[src/rtl/ldtu_ofifo_secded.sv]
// ldtu_ofifo_secded -- LiTe-DTU output FIFO with SEC-DED protected storage.
//
// Sits between the CU word packer and the serialiser. Words are Hamming
// encoded on the way in and decoded/corrected on the way out. Flush and synch
// clear the queue and force a pattern onto DATA_OUT.
//
// Optional feature: define LDTU_OFIFO_ERRCNT_EN to add the saturating
// sec_cnt / ded_cnt error counters. These are cleared only by reset.
//
// Ports
//   CLK, reset      clock, synchronous active-high reset
//   write_signal    push data_in (dropped if full with no pop)
//   data_in         DATA_W word to store
//   read_signal     pop head, DATA_OUT updated one edge later
//   flush_b         active-low flush: clear FIFO, DATA_OUT=FLUSH_PAT
//   synch           clear FIFO, DATA_OUT=synch_pattern
//   synch_pattern   word presented during synch
//   DATA_OUT        registered output word
//   full_signal / almost_full / empty_signal   occupancy status
//   overflow        sticky write-while-full flag (kept across flush/synch)
//   SeuError        pulse: corrected single-bit error on this DATA_OUT
//   DedError        pulse: uncorrectable double-bit error on this DATA_OUT
//   sec_cnt/ded_cnt 8-bit saturating error counters (optional)
//
// Codeword layout: bit 0 is the overall parity. Bits 1..CW_W-1 are Hamming
// positions. Powers of two hold check bits, and the remaining positions hold
// data, LSB first.
module ldtu_ofifo_secded #(
  parameter int DATA_W    = 32,
  parameter int DEPTH     = 16,
  parameter int AF_THRESH = DEPTH - 2,
  parameter logic [DATA_W-1:0] IDLE_PAT  = DATA_W'(32'hEAAAAAAA),
  parameter logic [DATA_W-1:0] FLUSH_PAT = DATA_W'(32'h2CF0F0F0)
) (
  input  logic              CLK,
  input  logic              reset,
  input  logic              write_signal,
  input  logic [DATA_W-1:0] data_in,
  input  logic              read_signal,
  input  logic              flush_b,
  input  logic              synch,
  input  logic [DATA_W-1:0] synch_pattern,
  output logic [DATA_W-1:0] DATA_OUT,
  output logic              full_signal,
  output logic              almost_full,
  output logic              empty_signal,
  output logic              overflow,
  output logic              SeuError,
  output logic              DedError
`ifdef LDTU_OFIFO_ERRCNT_EN
  ,
  output logic [7:0]        sec_cnt,
  output logic [7:0]        ded_cnt
`endif
);

  function automatic int calc_r(input int dw);
    int r;
    r = 1;
    while ((1 << r) < dw + r + 1) r++;
    return r;
  endfunction

  localparam int R    = calc_r(DATA_W);
  localparam int CW_W = DATA_W + R + 1;
  localparam int AW   = $clog2(DEPTH);
  localparam logic [AW:0] DEPTH_C = DEPTH[AW:0];
  localparam logic [AW:0] AF_C    = AF_THRESH[AW:0];

  typedef logic [CW_W-1:0] cw_t;

  function automatic cw_t encode(input logic [DATA_W-1:0] d);
    cw_t c;
    int  k;
    c = '0;
    k = 0;
    for (int i = 1; i < CW_W; i++)
      if ((i & (i - 1)) != 0) begin
        c[i] = d[k];
        k++;
      end
    for (int j = 0; j < R; j++)
      for (int i = 1; i < CW_W; i++)
        if ((((i >> j) & 1) == 1) && ((i & (i - 1)) != 0))
          c[1 << j] = c[1 << j] ^ c[i];
    c[0] = ^c[CW_W-1:1];
    return c;
  endfunction

  function automatic logic [DATA_W-1:0] extract(input cw_t c);
    logic [DATA_W-1:0] d;
    int k;
    d = '0;
    k = 0;
    for (int i = 1; i < CW_W; i++)
      if ((i & (i - 1)) != 0) begin
        d[k] = c[i];
        k++;
      end
    return d;
  endfunction

  cw_t           mem [DEPTH];
  logic [AW-1:0] wptr, rptr;
  logic [AW:0]   count;

  assign full_signal  = (count == DEPTH_C);
  assign almost_full  = (count >= AF_C);
  assign empty_signal = (count == '0);

  // Flush and synch suppress any FIFO traffic that cycle.
  logic fifo_run, do_pop, do_push;
  assign fifo_run = !reset && flush_b && !synch;
  assign do_pop   = fifo_run && read_signal && !empty_signal;
  assign do_push  = fifo_run && write_signal && (!full_signal || do_pop);

  // Decode the head entry.
  cw_t               cw_rd, cw_fix;
  logic [R-1:0]      syn;
  logic              par, dec_sec, dec_ded;
  logic [DATA_W-1:0] dec_data;

  always_comb begin
    cw_rd = mem[rptr];
    syn   = '0;
    for (int i = 1; i < CW_W; i++)
      if (cw_rd[i]) syn = syn ^ R'(i);
    par    = ^cw_rd;
    cw_fix = cw_rd;
    // A syndrome beyond the codeword is really a multi-bit error.
    // Leave such data untouched.
    if (par && (int'(syn) < CW_W)) cw_fix[syn] = ~cw_fix[syn];
    dec_data = extract(cw_fix);
    dec_sec  = par;
    dec_ded  = !par && (syn != '0);
  end

  always_ff @(posedge CLK) begin
    if (do_push) mem[wptr] <= encode(data_in);
  end

  always_ff @(posedge CLK) begin
    if (reset) begin
      wptr     <= '0;
      rptr     <= '0;
      count    <= '0;
      DATA_OUT <= IDLE_PAT;
      overflow <= 1'b0;
      SeuError <= 1'b0;
      DedError <= 1'b0;
    end else if (!flush_b || synch) begin
      wptr     <= '0;
      rptr     <= '0;
      count    <= '0;
      DATA_OUT <= !flush_b ? FLUSH_PAT : synch_pattern;
      SeuError <= 1'b0;
      DedError <= 1'b0;
    end else begin
      SeuError <= 1'b0;
      DedError <= 1'b0;
      if (do_push) wptr <= wptr + 1'b1;
      if (do_pop) begin
        DATA_OUT <= dec_data;
        rptr     <= rptr + 1'b1;
        SeuError <= dec_sec;
        DedError <= dec_ded;
      end else if (read_signal) begin
        // No fall-through: a read of an empty FIFO returns idle.
        DATA_OUT <= IDLE_PAT;
      end
      if (do_push && !do_pop)      count <= count + 1'b1;
      else if (!do_push && do_pop) count <= count - 1'b1;
      if (write_signal && full_signal && !do_pop) overflow <= 1'b1;
    end
  end

`ifdef LDTU_OFIFO_ERRCNT_EN
  always_ff @(posedge CLK) begin
    if (reset) begin
      sec_cnt <= '0;
      ded_cnt <= '0;
    end else begin
      if (do_pop && dec_sec && sec_cnt != 8'hFF) sec_cnt <= sec_cnt + 8'd1;
      if (do_pop && dec_ded && ded_cnt != 8'hFF) ded_cnt <= ded_cnt + 8'd1;
    end
  end
`endif

endmodule

[config.mk]
export PLATFORM = sky130hd
export DESIGN_NAME = ldtu_ofifo_secded
export DESIGN_NICKNAME = d
export VERILOG_FILES = /design/src/rtl/ldtu_ofifo_secded.sv
export SDC_FILE = /design/constraint.sdc
export NUM_CORES = 1
export LEC_CHECK = 0
export ABC_AREA = 1
export ABC_CLOCK_PERIOD_IN_PS = 7200
export CORE_MARGIN = 2
export CORE_UTILIZATION = 28
export CTS_BUF_LIST = sky130_fd_sc_hd__clkbuf_8
export CTS_CLUSTER_DIAMETER = 150
export DETAILED_ROUTE_END_ITERATION = 7
export GPL_TIMING_DRIVEN = 1
export HOLD_SLACK_MARGIN = 0.05
export SETUP_SLACK_MARGIN = 0.4
export SLEW_MARGIN = 0
export SYNTH_ARGS = -nofsm -noshare
export SYNTH_HDL_FRONTEND = slang
export SYNTH_SLANG_ARGS = --single-unit
[constraint.sdc]
create_clock -name CLK -period 7.2 [get_ports CLK]
set_clock_uncertainty 0.1 [all_clocks]
set_input_delay 0.72 -clock CLK [delete_from_list [all_inputs] [get_ports CLK]]
set_output_delay 0.72 -clock CLK [all_outputs]
set_load 0.01 [all_outputs]
After elaboration in Yosys (flattened, before gate mapping)
Memory sizes are Yosys's and may differ from the RTL's. A register that Yosys moved wholly into a read port is not among the register bits.
Cells that the tools add are included.
{"block": "word_totals", "regBits": 48, "mem_bits_rw": 624, "inputBits": 70, "out_inout_bits": 38, "wordCells": 533, "memories": 1}
{"name": "mem", "words": 16, "word_bits": 39, "rd": 1, "rd_clocked_by_memory_dff": 1, "write_ports": 1, "line": "103", "rtl": "cw_t mem [DEPTH];"}
{"block": "classes", "addsub": 34, "n_lt_le_gt_ge": 35, "eq_ne": 1, "muxes": 299, "n_bitwise": 124, "reduce_logical": 32}
{"op": "32-bit 2-to-1 mux", "count": 35}
{"op": "32-bit by 7-bit less-than comparator with 1-bit output, second input constant", "count": 31}
{"op": "32-bit by 2-bit adder with 32-bit output, second input constant", "count": 30}
{"op": "1-bit 2-to-1 mux", "count": 188}
{"op": "1-bit binary-select mux with 5-bit select", "count": 31}
{"op": "5-bit 2-to-1 mux", "count": 18}
{"op": "1-bit bitwise XOR", "count": 84}
{"op": "6-bit 2-to-1 mux", "count": 7}
{"op": "4-bit 2-to-1 mux", "count": 10}
{"op": "39-bit bitwise mux", "count": 1}
{"op": "39-bit 2-to-1 mux", "count": 1}
{"op": "3-bit NOT", "count": 13}
{"op": "39-bit XOR reduction", "count": 1}
{"op": "38-bit XOR reduction", "count": 1}
{"op": "2-bit NOT", "count": 13}
{"op": "4-bit NOT", "count": 5}
{"op": "1-bit logical AND", "count": 13}
{"op": "3-bit 2-to-1 mux", "count": 4}
{"op": "4-bit by 1-bit adder with 4-bit output, second input constant", "count": 2}
{"op": "1-bit zero test", "count": 8}
{"op": "6-bit by 7-bit less-than comparator with 1-bit output, second input constant", "count": 1}
{"op": "1-bit binary-select mux with 6-bit select", "count": 1}
{"op": "1-bit demux with 6-bit select", "count": 1}
{"op": "6-bit by 1-bit >= comparator with 1-bit output, second input constant", "count": 1}
{"op": "other kinds (17)", "count": 25}

Longest topological paths before layout
Gate-level depths: netlist of run 1.
{"block": "depth", "word_depth": 78, "ltp_mapped": 40, "mapped_depth_nobuf": 35}

Least setup slack after synthesis of run 1
Ideal clock, no wire load.
{"block": "synth_timing", "path_type": "input -> register", "startpoint": "in flush_b", "endpoint": "mem mem[11][0] in the netlist's numbering, enable pin", "setup_time_ns": 0.435, "arrival_time_ns": 4.035, "required_ns": 6.665, "setup_slack_ns": 2.630, "cell_stages": 12, "path_buffers": 0, "path_cell_list": "inv_1 nor2_1 inv_1 nor2_1 clkinv_1 nor2_1 inv_1 nand2_1 nand2_1 inv_1 nand2_1 nor2_1"}
{"block": "synth_between", "elab_chain_cells": 8, "elab_cells_between_ends": 9, "classes_between": "mux: 2; reduce/logical: 7"}
{"item": "start: declaration", "line": "40", "rtl": "input logic flush_b,"}
{"item": "1-bit logical AND * (2 in a row)", "line": "113", "rtl": "assign fifo_run = !reset && flush_b && !synch;"}
{"item": "1-bit logical AND (2 in a row)", "line": "114", "rtl": "assign do_pop = fifo_run && read_signal && !empty_signal;"}
{"item": "1-bit logical OR", "line": "115", "rtl": "assign do_push = fifo_run && write_signal && (!full_signal || do_pop);"}
{"item": "1-bit logical AND *", "line": "115"}
{"item": "via do_push", "line": "112", "rtl": "logic fifo_run, do_pop, do_push;"}
{"item": "1-bit 2-to-1 mux *", "line": "139", "rtl": "if (do_push) mem[wptr] <= encode(data_in);"}
{"item": "1-bit 2-to-1 mux (not written as such) *", "line": "139"}
{"item": "end: declaration", "line": "103"}
The timed path passes the listed nets; every way through them passes the cells marked *.

==> impl_metrics.yaml, run 1 <==
die:
  fp-row-count: 121
  start_util_pct: 28.3
  die_h_um: 336
  dieArea_um2: 113000
  num_io_pins: 108
  core-area_um2: 109000
  fp.dieW_um: 336
pwr:
  powerDensity_nw_per_um2: 238
  power_uw: 8500
  p_leak_uw: 0.0135
  ir_worst_vdd_v: 0.000238
critical_path:
  cp-start-kind: "flop"
  cp.arrival_ns: 6.26
  slowest_delay_ns: 0.63
  cp-end-kind: "flop"
  crit_top_cell: "nand2_1"
  cp_slowest_cell: "inv_6"
  path_class: "reg2reg"
  r2r-end: "DATA_OUT[16]$_SDFFE_PP0P_"
  r2r_slack_ns: 1.47
  cp.required_ns: 7.73
  reg2reg_depth: 30
  crit_path_max_fanout: 88
finish:
  syn_to_final_growth_pct: 15.4
  final_cell_area_um2: 35700
  nets: 3314
  seq_area_um2: 19800
  final_cells: 4783
  layout_common_cells: "873 x nand2_1, 624 x edfxtp_1, 324 x nand3_1, 305 x nor2_1, 264 x inv_1"
  fillCellCount: 11100
  layout-drive-gt1-share_pct: 7.89
  final_common_cell: "nand2_1"
  multi_input_area_um2: 9440
logic_synthesis:
  synth.distinct_cells: 40
  ys_ff_latch: 676
  synth_cells: 3094
  synth_warnings: 0
  synth_fp_nets: 3174
  yosysSeqAreaShare_pct: 64.0
  yosys_most_used_dff: "edfxtp_1"
  async_flop_share_pct: 0
  syn_avg_cell_area_um2: 9.98
  synth_edf_count: 624
  syn_area_um2: 30900
global_routing:
  grt_pass1_vias: 21000
  grt_first_pass_wirelength_um: 130000
  grt_max_degree: 89
  grt.overflow.total: 0
  grt_usage_pct: 15.0
  antenna_found_initial: 4
timing:
  fin_crit_ns: 5.73
  setup_viol: 0
  rsz0062_at_grt: "no"
  worst_pin_slew_ns: 1.27
  setup_tns_ns: 0
  max_freq_mhz: 174
  fin_crit_sh_pct: 79.6
  hold_viol_final: 0
  relSlewSlack_pct: 15.0
  report.final.slew_viol_count: 0
clock_tree:
  h-tree-depth: 3
  cts_tree: "built"
  numCtsBuffers: 107
  postCtsSetupBuffers: 0
  cts_resized: 0
  cts_root_buf: "clkbuf_8"
  clk_pin_slew_worst_paths_ns: 0.07
  clockBufferDepth: 3
  insertion_delay_ns: 0.74
  clkSinkCount: 676
  cts_hold_buffers: 0
place:
  placed_cells: 4601
  numPortBuffers: 107
  dpl_cell_area_um2: 33800
  gp_congestion: 0.896
  hpwl_um: 52900
hold_path:
  min_from: "DATA_OUT[29]$_SDFFE_PP1P_"
  holdPathEnd: "DATA_OUT[29]$_SDFFE_PP1P_"
  hp-class: "reg2reg"
  holdPathStages: 2
run_status:
  status: "completed"
run:
  cap_violations: 0
route:
  drt_wl_total_um: 85600
  ant_nets: 0
  drtIter0Drc: 2532
  drc: 0
  via_count: 22300
  routedWlPerCell_um: 17.9
  firstDrtPassIters: 6
  via_per_inst: 4.65
## worst max-delay path by stage
stage | startpoint | to | slack [ns] | cells after the start
after floorplan | flush_b | mem[11][0]$_DFFE_PP_ | 2.63 | 12
after global placement | synch | count[4]$_SDFFE_PP0P_ | 1.21 | 21
after detailed placement | synch | mem[7][28]$_DFFE_PP_ | 1.10 | 14
after CTS | flop | DATA_OUT[16]$_SDFFE_PP0P_ | 1.58 | 30
after global routing | flop | DATA_OUT[16]$_SDFFE_PP0P_ | 1.13 | 30
final | flop | DATA_OUT[16]$_SDFFE_PP0P_ | 1.47 | 30
## routing by layer
metal | part of all wire, % | GRT usage, % | routed length (um)
met1 | 46 | 21.3 | 39500
met2 | 45 | 23.3 | 38100
met5 | 0.046 | 0 | 39
met3 | 7.1 | 2.66 | 6120
met4 | 2.2 | 4.41 | 1910
## cell usage after synthesis (4+ instances only)
master	instances	area share, %
o21ai_1	59	0.96
or2_2	5	0.10
nor2_1	321	3.9
nand3_1	324	5.2
clkinv_1	7	0.085
clkbuf_1	32	0.39
and2_1	7	0.14
buf_2	71	1.2
buf_4	22	0.53
nand4_1	4	0.081
nand2_2	7	0.14
a21oi_1	74	1.2
buf_6	15	0.55
inv_2	24	0.29
o221ai_1	6	0.17
xnor2_1	59	1.7
nand2_1	873	11
o21ai_0	137	2.2
dfxtp_1	52	3.4
ha_1	9	0.36
buf_1	8	0.097
o211ai_1	51	1.2
inv_1	224	2.7
xor2_1	51	1.4
nor2_2	5	0.10
edfxtp_1	624	61
## worst max-delay path, delay by kind of cell (launching register included)
family | cells | cell delay [ns]
and+or+nand+nor | 25 | 3.27
buffers and inverters | 4 | 1.31
DFF | 1 | 0.48
AOI/OAI and AO/OA | 1 | 0.39
## through the flow
step,util [%],setup slack [ns],hold slack (ns)
2_1_floorplan,-,2.63,0.336
3_5_place_dp,31.0,1.10,0.355
6_report,32.7,1.47,0.368
5_1_grt,32.7,1.13,0.398
3_3_place_gp,31.0,1.21,0.349
4_1_cts,32.7,1.58,0.372
## where the power goes
part / switching [uW] / internal [uW]
sequential: 8.32 / 4590
clock: 1530 / 1460
combinational: 668 / 256
total: 2200 / 6300
## registers in the layout, indices dropped and copies added (netlist names), named ones only
register and flops:
mem 624, SeuError 1, DATA_OUT 32, wptr 4, DedError 1, overflow 1
count 5, rptr 4
## cell type report
class	count	share of cell area (%)
Multi-Input combinational cell	2014	26.5
Clock buffer	107	4.13
Inverter	256	2.73
Timing Repair Buffer	179	4.87
Sequential cell	676	55.5
Clock inverter	74	1.12
Antenna cell	1	0.00702
Tap cell	1476	5.18
## cell families after synthesis
family | Yosys count | share of synthesized area (%)
flops | 676 | 64.0
fa+ha+maj | 10 | 0.429
simple gates | 1557 | 20.6
buf+inv | 404 | 5.84
compound gates | 337 | 6.01
xor+xnor | 110 | 3.12
Note: power is estimated with default switching activity, not from simulation.
==> run 2: changes to the inputs <==
--- a/config.mk
+++ b/config.mk
@@ -6,7 +6,7 @@
 export NUM_CORES = 1
 export LEC_CHECK = 0
 export ABC_AREA = 1
-export ABC_CLOCK_PERIOD_IN_PS = 7200
+export ABC_CLOCK_PERIOD_IN_PS = 5150
 export CORE_MARGIN = 2
 export CORE_UTILIZATION = 28
 export CTS_BUF_LIST = sky130_fd_sc_hd__clkbuf_8
==> constraint.sdc (replaced) <==
create_clock -name CLK -period 5.15 [get_ports CLK]
set_clock_uncertainty 0.1 [all_clocks]
set_input_delay 0.515 -clock CLK [delete_from_list [all_inputs] [get_ports CLK]]
set_output_delay 0.515 -clock CLK [all_outputs]
set_load 0.01 [all_outputs]
==> impl_metrics.yaml, run 2 (synthesis results as in run 1) <==
timing:
  rsz0062_at_grt: "no"
  hold_viol_final: 0
  setup_tns_ns: 0
  relSlewSlack_pct: 24.1
  setup_viol: 0
  max_freq_mhz: 219
  fin_crit_sh_pct: 88.7
  worst_pin_slew_ns: 1.13
  report.final.slew_viol_count: 0
  setup_ws_ns: 0.580
  fin_crit_ns: 4.57
place:
  place_ws_ns: 0.181
  numPortBuffers: 107
  hpwl_um: 53500
  dpl_cell_area_um2: 34100
  gp_congestion: 0.952
pwr:
  ir_worst_vdd_v: 0.000497
  powerDensity_nw_per_um2: 337
  p_leak_uw: 0.0139
die:
  fp.dieW_um: 336
  core-area_um2: 109000
  die_h_um: 336
  num_io_pins: 108
  dieArea_um2: 113000
  fp-row-count: 121
  start_util_pct: 28.3
critical_path:
  cp_slowest_cell: "dfxtp_4"
  slowest_delay_ns: 0.41
  r2r-end: "DATA_OUT[8]$_SDFFE_PP0P_"
  r2r_slack_ns: 0.58
  path_class: "reg2reg"
  reg2reg_depth: 26
  crit_path_max_fanout: 32
  cp.arrival_ns: 5.10
  cp-end-kind: "flop"
  cp.required_ns: 5.68
  cp-start-kind: "flop"
finish:
  fillCellCount: 10900
  biggestRegsByFlops: "mem: 624 flops, DATA_OUT: 32 flops, count: 5 flops"
  syn_to_final_growth_pct: 19.3
  largest_register_ffs: 624
  largest_register: "mem"
  multi_input_area_um2: 9660
  layout-drive-gt1-share_pct: 11.0
  fin_util_pct: 33.8
  final_common_cell: "nand2_1"
  nets: 3356
  final_cell_area_um2: 36900
  seq_area_um2: 19800
  layout_common_cells: "843 x nand2_1, 624 x edfxtp_1, 322 x nand3_1, 300 x nor2_1, 243 x inv_1"
clock_tree:
  clkSinkCount: 676
  cts_tree: "built"
  clk_pin_slew_worst_paths_ns: 0.07
  cts_root_buf: "clkbuf_8"
  numCtsBuffers: 109
  h-tree-depth: 3
  insertion_delay_ns: 0.76
  clockBufferDepth: 3
  cts_hold_buffers: 0
global_routing:
  grt_pass1_vias: 21300
  grt_usage_pct: 15.8
  use_met1_pct: 22.4
  met3_usage_pct: 2.88
  grt.overflow.total: 0
  grt_max_degree: 90
  grt_first_pass_wirelength_um: 135000
  busiest_layer: "met2"
  grt_util_met2_pct: 24.9
  antenna_found_initial: 6
route:
  ant_nets: 0
  routedWlPerCell_um: 19.4
  via_count: 22900
  drtIter0Drc: 2151
  firstDrtPassIters: 6
  via_per_inst: 4.73
  drc: 0
  drt_wl_total_um: 94000
hold_path:
  holdPathStages: 5
  holdPathEnd: "DATA_OUT[31]$_SDFFE_PP1P_"
  min_from: "synch_pattern[31]"
  hp-class: "in2reg"
run:
  cap_violations: 0
run_status:
  status: "completed"
run 2: worst max path at each step:
stage | from | endpoint | slack [ns] | cells past startpoint
2_1_floorplan | flush_b | mem[11][0]$_DFFE_PP_ | 0.78 | 12
3_3_place_gp | flop | DATA_OUT[8]$_SDFFE_PP0P_ | 0.21 | 24
3_5_place_dp | flop | DATA_OUT[8]$_SDFFE_PP0P_ | 0.18 | 26
4_1_cts | flop | DATA_OUT[10]$_SDFFE_PP0P_ | 0.44 | 30
5_1_grt | flop | DATA_OUT[10]$_SDFFE_PP0P_ | 0.39 | 32
6_report | flop | DATA_OUT[8]$_SDFFE_PP0P_ | 0.58 | 26
run 2: final cells by class:
type | instances | share of cell area [%]
flip-flops and latches | 676 | 53.7
repair inverters | 2 | 0.0611
clock buffers | 116 | 4.33
multi-input cells | 2016 | 26.2
well taps | 1476 | 5.01
diodes | 2 | 0.0136
inverters | 256 | 2.72
repair buffers | 215 | 6.60
clock inverters | 77 | 1.35
run 2: worst max-delay path: cells and delay by family, from the launching register on:
kind | cells | cell delay (ns)
AO/OA/AOI/OAI | 4 | 0.44
AND/OR/NAND/NOR | 13 | 1.64
XOR/XNOR | 4 | 0.96
flip-flops | 1 | 0.41
buffers and inverters | 5 | 0.89
run 2: metrics by stage:
| step | total power, uW | hold WS, ns | cells |
|---|---|---|---|
| 2_1_floorplan | 7350 | 0.336 | 3094 |
| 3_3_place_gp | 7920 | 0.350 | 4619 |
| 3_5_place_dp | 7930 | 0.352 | 4619 |
| 4_1_cts | 12500 | 0.277 | 4813 |
| 5_1_grt | 12900 | 0.329 | 4836 |
| 6_report | 12400 | 0.341 | 4836 |
run 2: routing by layer:
layer	wire (um)	share of wire (%)
met1	42100	45
met2	42000	45
met3	7550	8.0
met4	2260	2.4
met5	62	0.066
run 2: timing repair:
item                       in CTS  in global routing
pin swaps                       0                  4
buffers inserted                0                 10
gates cloned                    1                 11
resized for setup              12                 74
setup endpoints to repair      31                 32
run 2: where the power goes:
part / internal (uW) / total [uW] / switching [uW]
combinational: 442 / 1430 / 988
sequential: 6430 / 6440 / 11.3
clock: 2380 / 4550 / 2180
total: 9250 / 12400 / 3180
==> run 3: changes to the inputs <==
--- a/config.mk
+++ b/config.mk
@@ -12,6 +12,7 @@
 export CTS_BUF_LIST = sky130_fd_sc_hd__clkbuf_8
 export CTS_CLUSTER_DIAMETER = 150
 export DETAILED_ROUTE_END_ITERATION = 7
+export GPL_ROUTABILITY_DRIVEN = 0
 export GPL_TIMING_DRIVEN = 1
 export HOLD_SLACK_MARGIN = 0.05
 export SETUP_SLACK_MARGIN = 0.4
==> impl_metrics.yaml, run 3 (synthesis results as in run 1) <==
run_status:
  status: "completed"
place:
  dpl_cell_area_um2: 34100
  numPortBuffers: 107
  hpwl_um: 54300
  placed_cells: 4630
die:
  num_io_pins: 108
  dieArea_um2: 113000
  core-area_um2: 109000
  start_util_pct: 28.3
  fp.dieW_um: 336
  fp-row-count: 121
  die_h_um: 336
timing:
  max_freq_mhz: 221
  rsz0062_at_grt: "no"
  worst_pin_slew_ns: 0.916
  fin_crit_ns: 4.52
  setup_tns_ns: 0
  whs_ns: 0.348
  hold_viol_final: 0
  setup_viol: 0
  relSlewSlack_pct: 38.8
  report.final.slew_viol_count: 0
  fin_crit_sh_pct: 87.8
clock_tree:
  cts_tree: "built"
  clockBufferDepth: 3
  insertion_delay_ns: 0.73
  cts_root_buf: "clkbuf_8"
  clk_pin_slew_worst_paths_ns: 0.06
  h-tree-depth: 3
  cts_hold_buffers: 0
  numCtsBuffers: 109
  clkSinkCount: 676
pwr:
  ir_worst_vdd_v: 0.000470
  power_uw: 12200
  powerDensity_nw_per_um2: 333
  p_leak_uw: 0.0139
critical_path:
  cp.arrival_ns: 5.05
  path_class: "reg2reg"
  slowest_delay_ns: 0.47
  cp_slowest_cell: "dfxtp_4"
  crit_top_cell: "nand2_1"
  cp.required_ns: 5.68
  cp-start-kind: "flop"
  crit_path_max_fanout: 29
  cp-end-kind: "flop"
finish:
  layout-drive-gt1-share_pct: 10.3
  largest_register: "mem"
  final_cell_area_um2: 36600
  fillCellCount: 10900
  final_cells: 4845
  layout_common_cells: "850 x nand2_1, 624 x edfxtp_1, 324 x nand3_1, 303 x nor2_1, 262 x inv_1"
  syn_to_final_growth_pct: 18.5
  multi_input_area_um2: 9530
  nets: 3363
  biggestRegsByFlops: "mem: 624 flops, DATA_OUT: 32 flops, count: 5 flops"
  seq_area_um2: 19800
  largest_register_ffs: 624
  final_common_cell: "nand2_1"
global_routing:
  antenna_found_initial: 8
  grt_pass1_vias: 21000
  grt.overflow.total: 0
  grt_usage_pct: 15.8
  grt_first_pass_wirelength_um: 134000
  grt_max_degree: 71
hold_path:
  min_from: "synch_pattern[31]"
  hp-class: "in2reg"
route:
  highest_layer: "met5"
  drtIter0Drc: 2393
  drc: 0
  wl_met1_um: 40300
  ant_nets: 0
  firstDrtPassIters: 6
  via_per_inst: 4.75
  wl_met3_um: 8650
  drt_wl_total_um: 93400
  routedWlPerCell_um: 19.3
  routed-wl-met2_um: 41700
  via_count: 23000
run:
  cap_violations: 0
[run 3: cell types whose count changed in the layout (fill, tap and decap cells not counted), sizes merged, moves of 2 or more]
| cell | delta |
|---|---|
| buf | +11 |
| clkbuf | -5 |
| nand2 | -2 |
| clkinv | -9 |
| bufinv | -3 |
| inv | +18 |
[run 3: power breakdown]
part | switching (uW) | internal [uW] | leakage (uW)
logic | 970 | 439 | 0.00673
clock network | 2150 | 2170 | 0.00117
registers | 12.4 | 6430 | 0.00604
total | 3130 | 9040 | 0.0139
[run 3: per-layer routing]
layer	track usage [%]	vias to the layer above
met3	3.52	192
li1	-	10800
met2	24.2	1049
met1	21.8	11000
met4	5.48	6
met5	0	-
[run 3: layout make-up]
| type | instances | area share (%) |
|---|---|---|
| sequential | 676 | 54.1 |
| multi-input combinational | 2014 | 26.0 |
| timing repair buffer | 225 | 6.65 |
| tap | 1476 | 5.05 |
| clock buffer | 112 | 4.21 |
| inverter | 256 | 2.72 |
| clock inverter | 83 | 1.22 |
| timing repair inverter | 1 | 0.0308 |
| antenna | 2 | 0.0137 |
[run 3: per-stage QoR]
stage | util (%) | setup WS [ns]
floorplan | - | 0.785
global placement | 31.3 | 0.294
detailed placement | 31.3 | 0.296
CTS | 33.1 | 0.406
global route | 33.5 | 0.390
finish | 33.5 | 0.630
[run 3: repair_timing]
| action | in CTS | in global routing |
|---|---|---|
| gates cloned | 0 | 8 |
| setup buffers | 0 | 10 |
| pin swaps | 0 | 3 |
| gates resized for setup | 5 | 53 |
| endpoints found under the setup margin | 14 | 32 |
[run 3: final timing paths]
path                               endpoint  slack [ns]  cells after the start
setup / recovery   DATA_OUT[8]$_SDFFE_PP0P_        0.63                     32
hold / removal    DATA_OUT[31]$_SDFFE_PP1P_        0.35                      5
setup reg to reg   DATA_OUT[8]$_SDFFE_PP0P_        0.63                     32
hold reg to reg                        flop        0.36                      2
[run 3: critical path, delay by kind of cell (launching register included)]
family | cells | cell delay, ns
simple gates | 22 | 2.49
buf+inv | 7 | 1.02
flops | 1 | 0.47
compound gates | 3 | 0.33
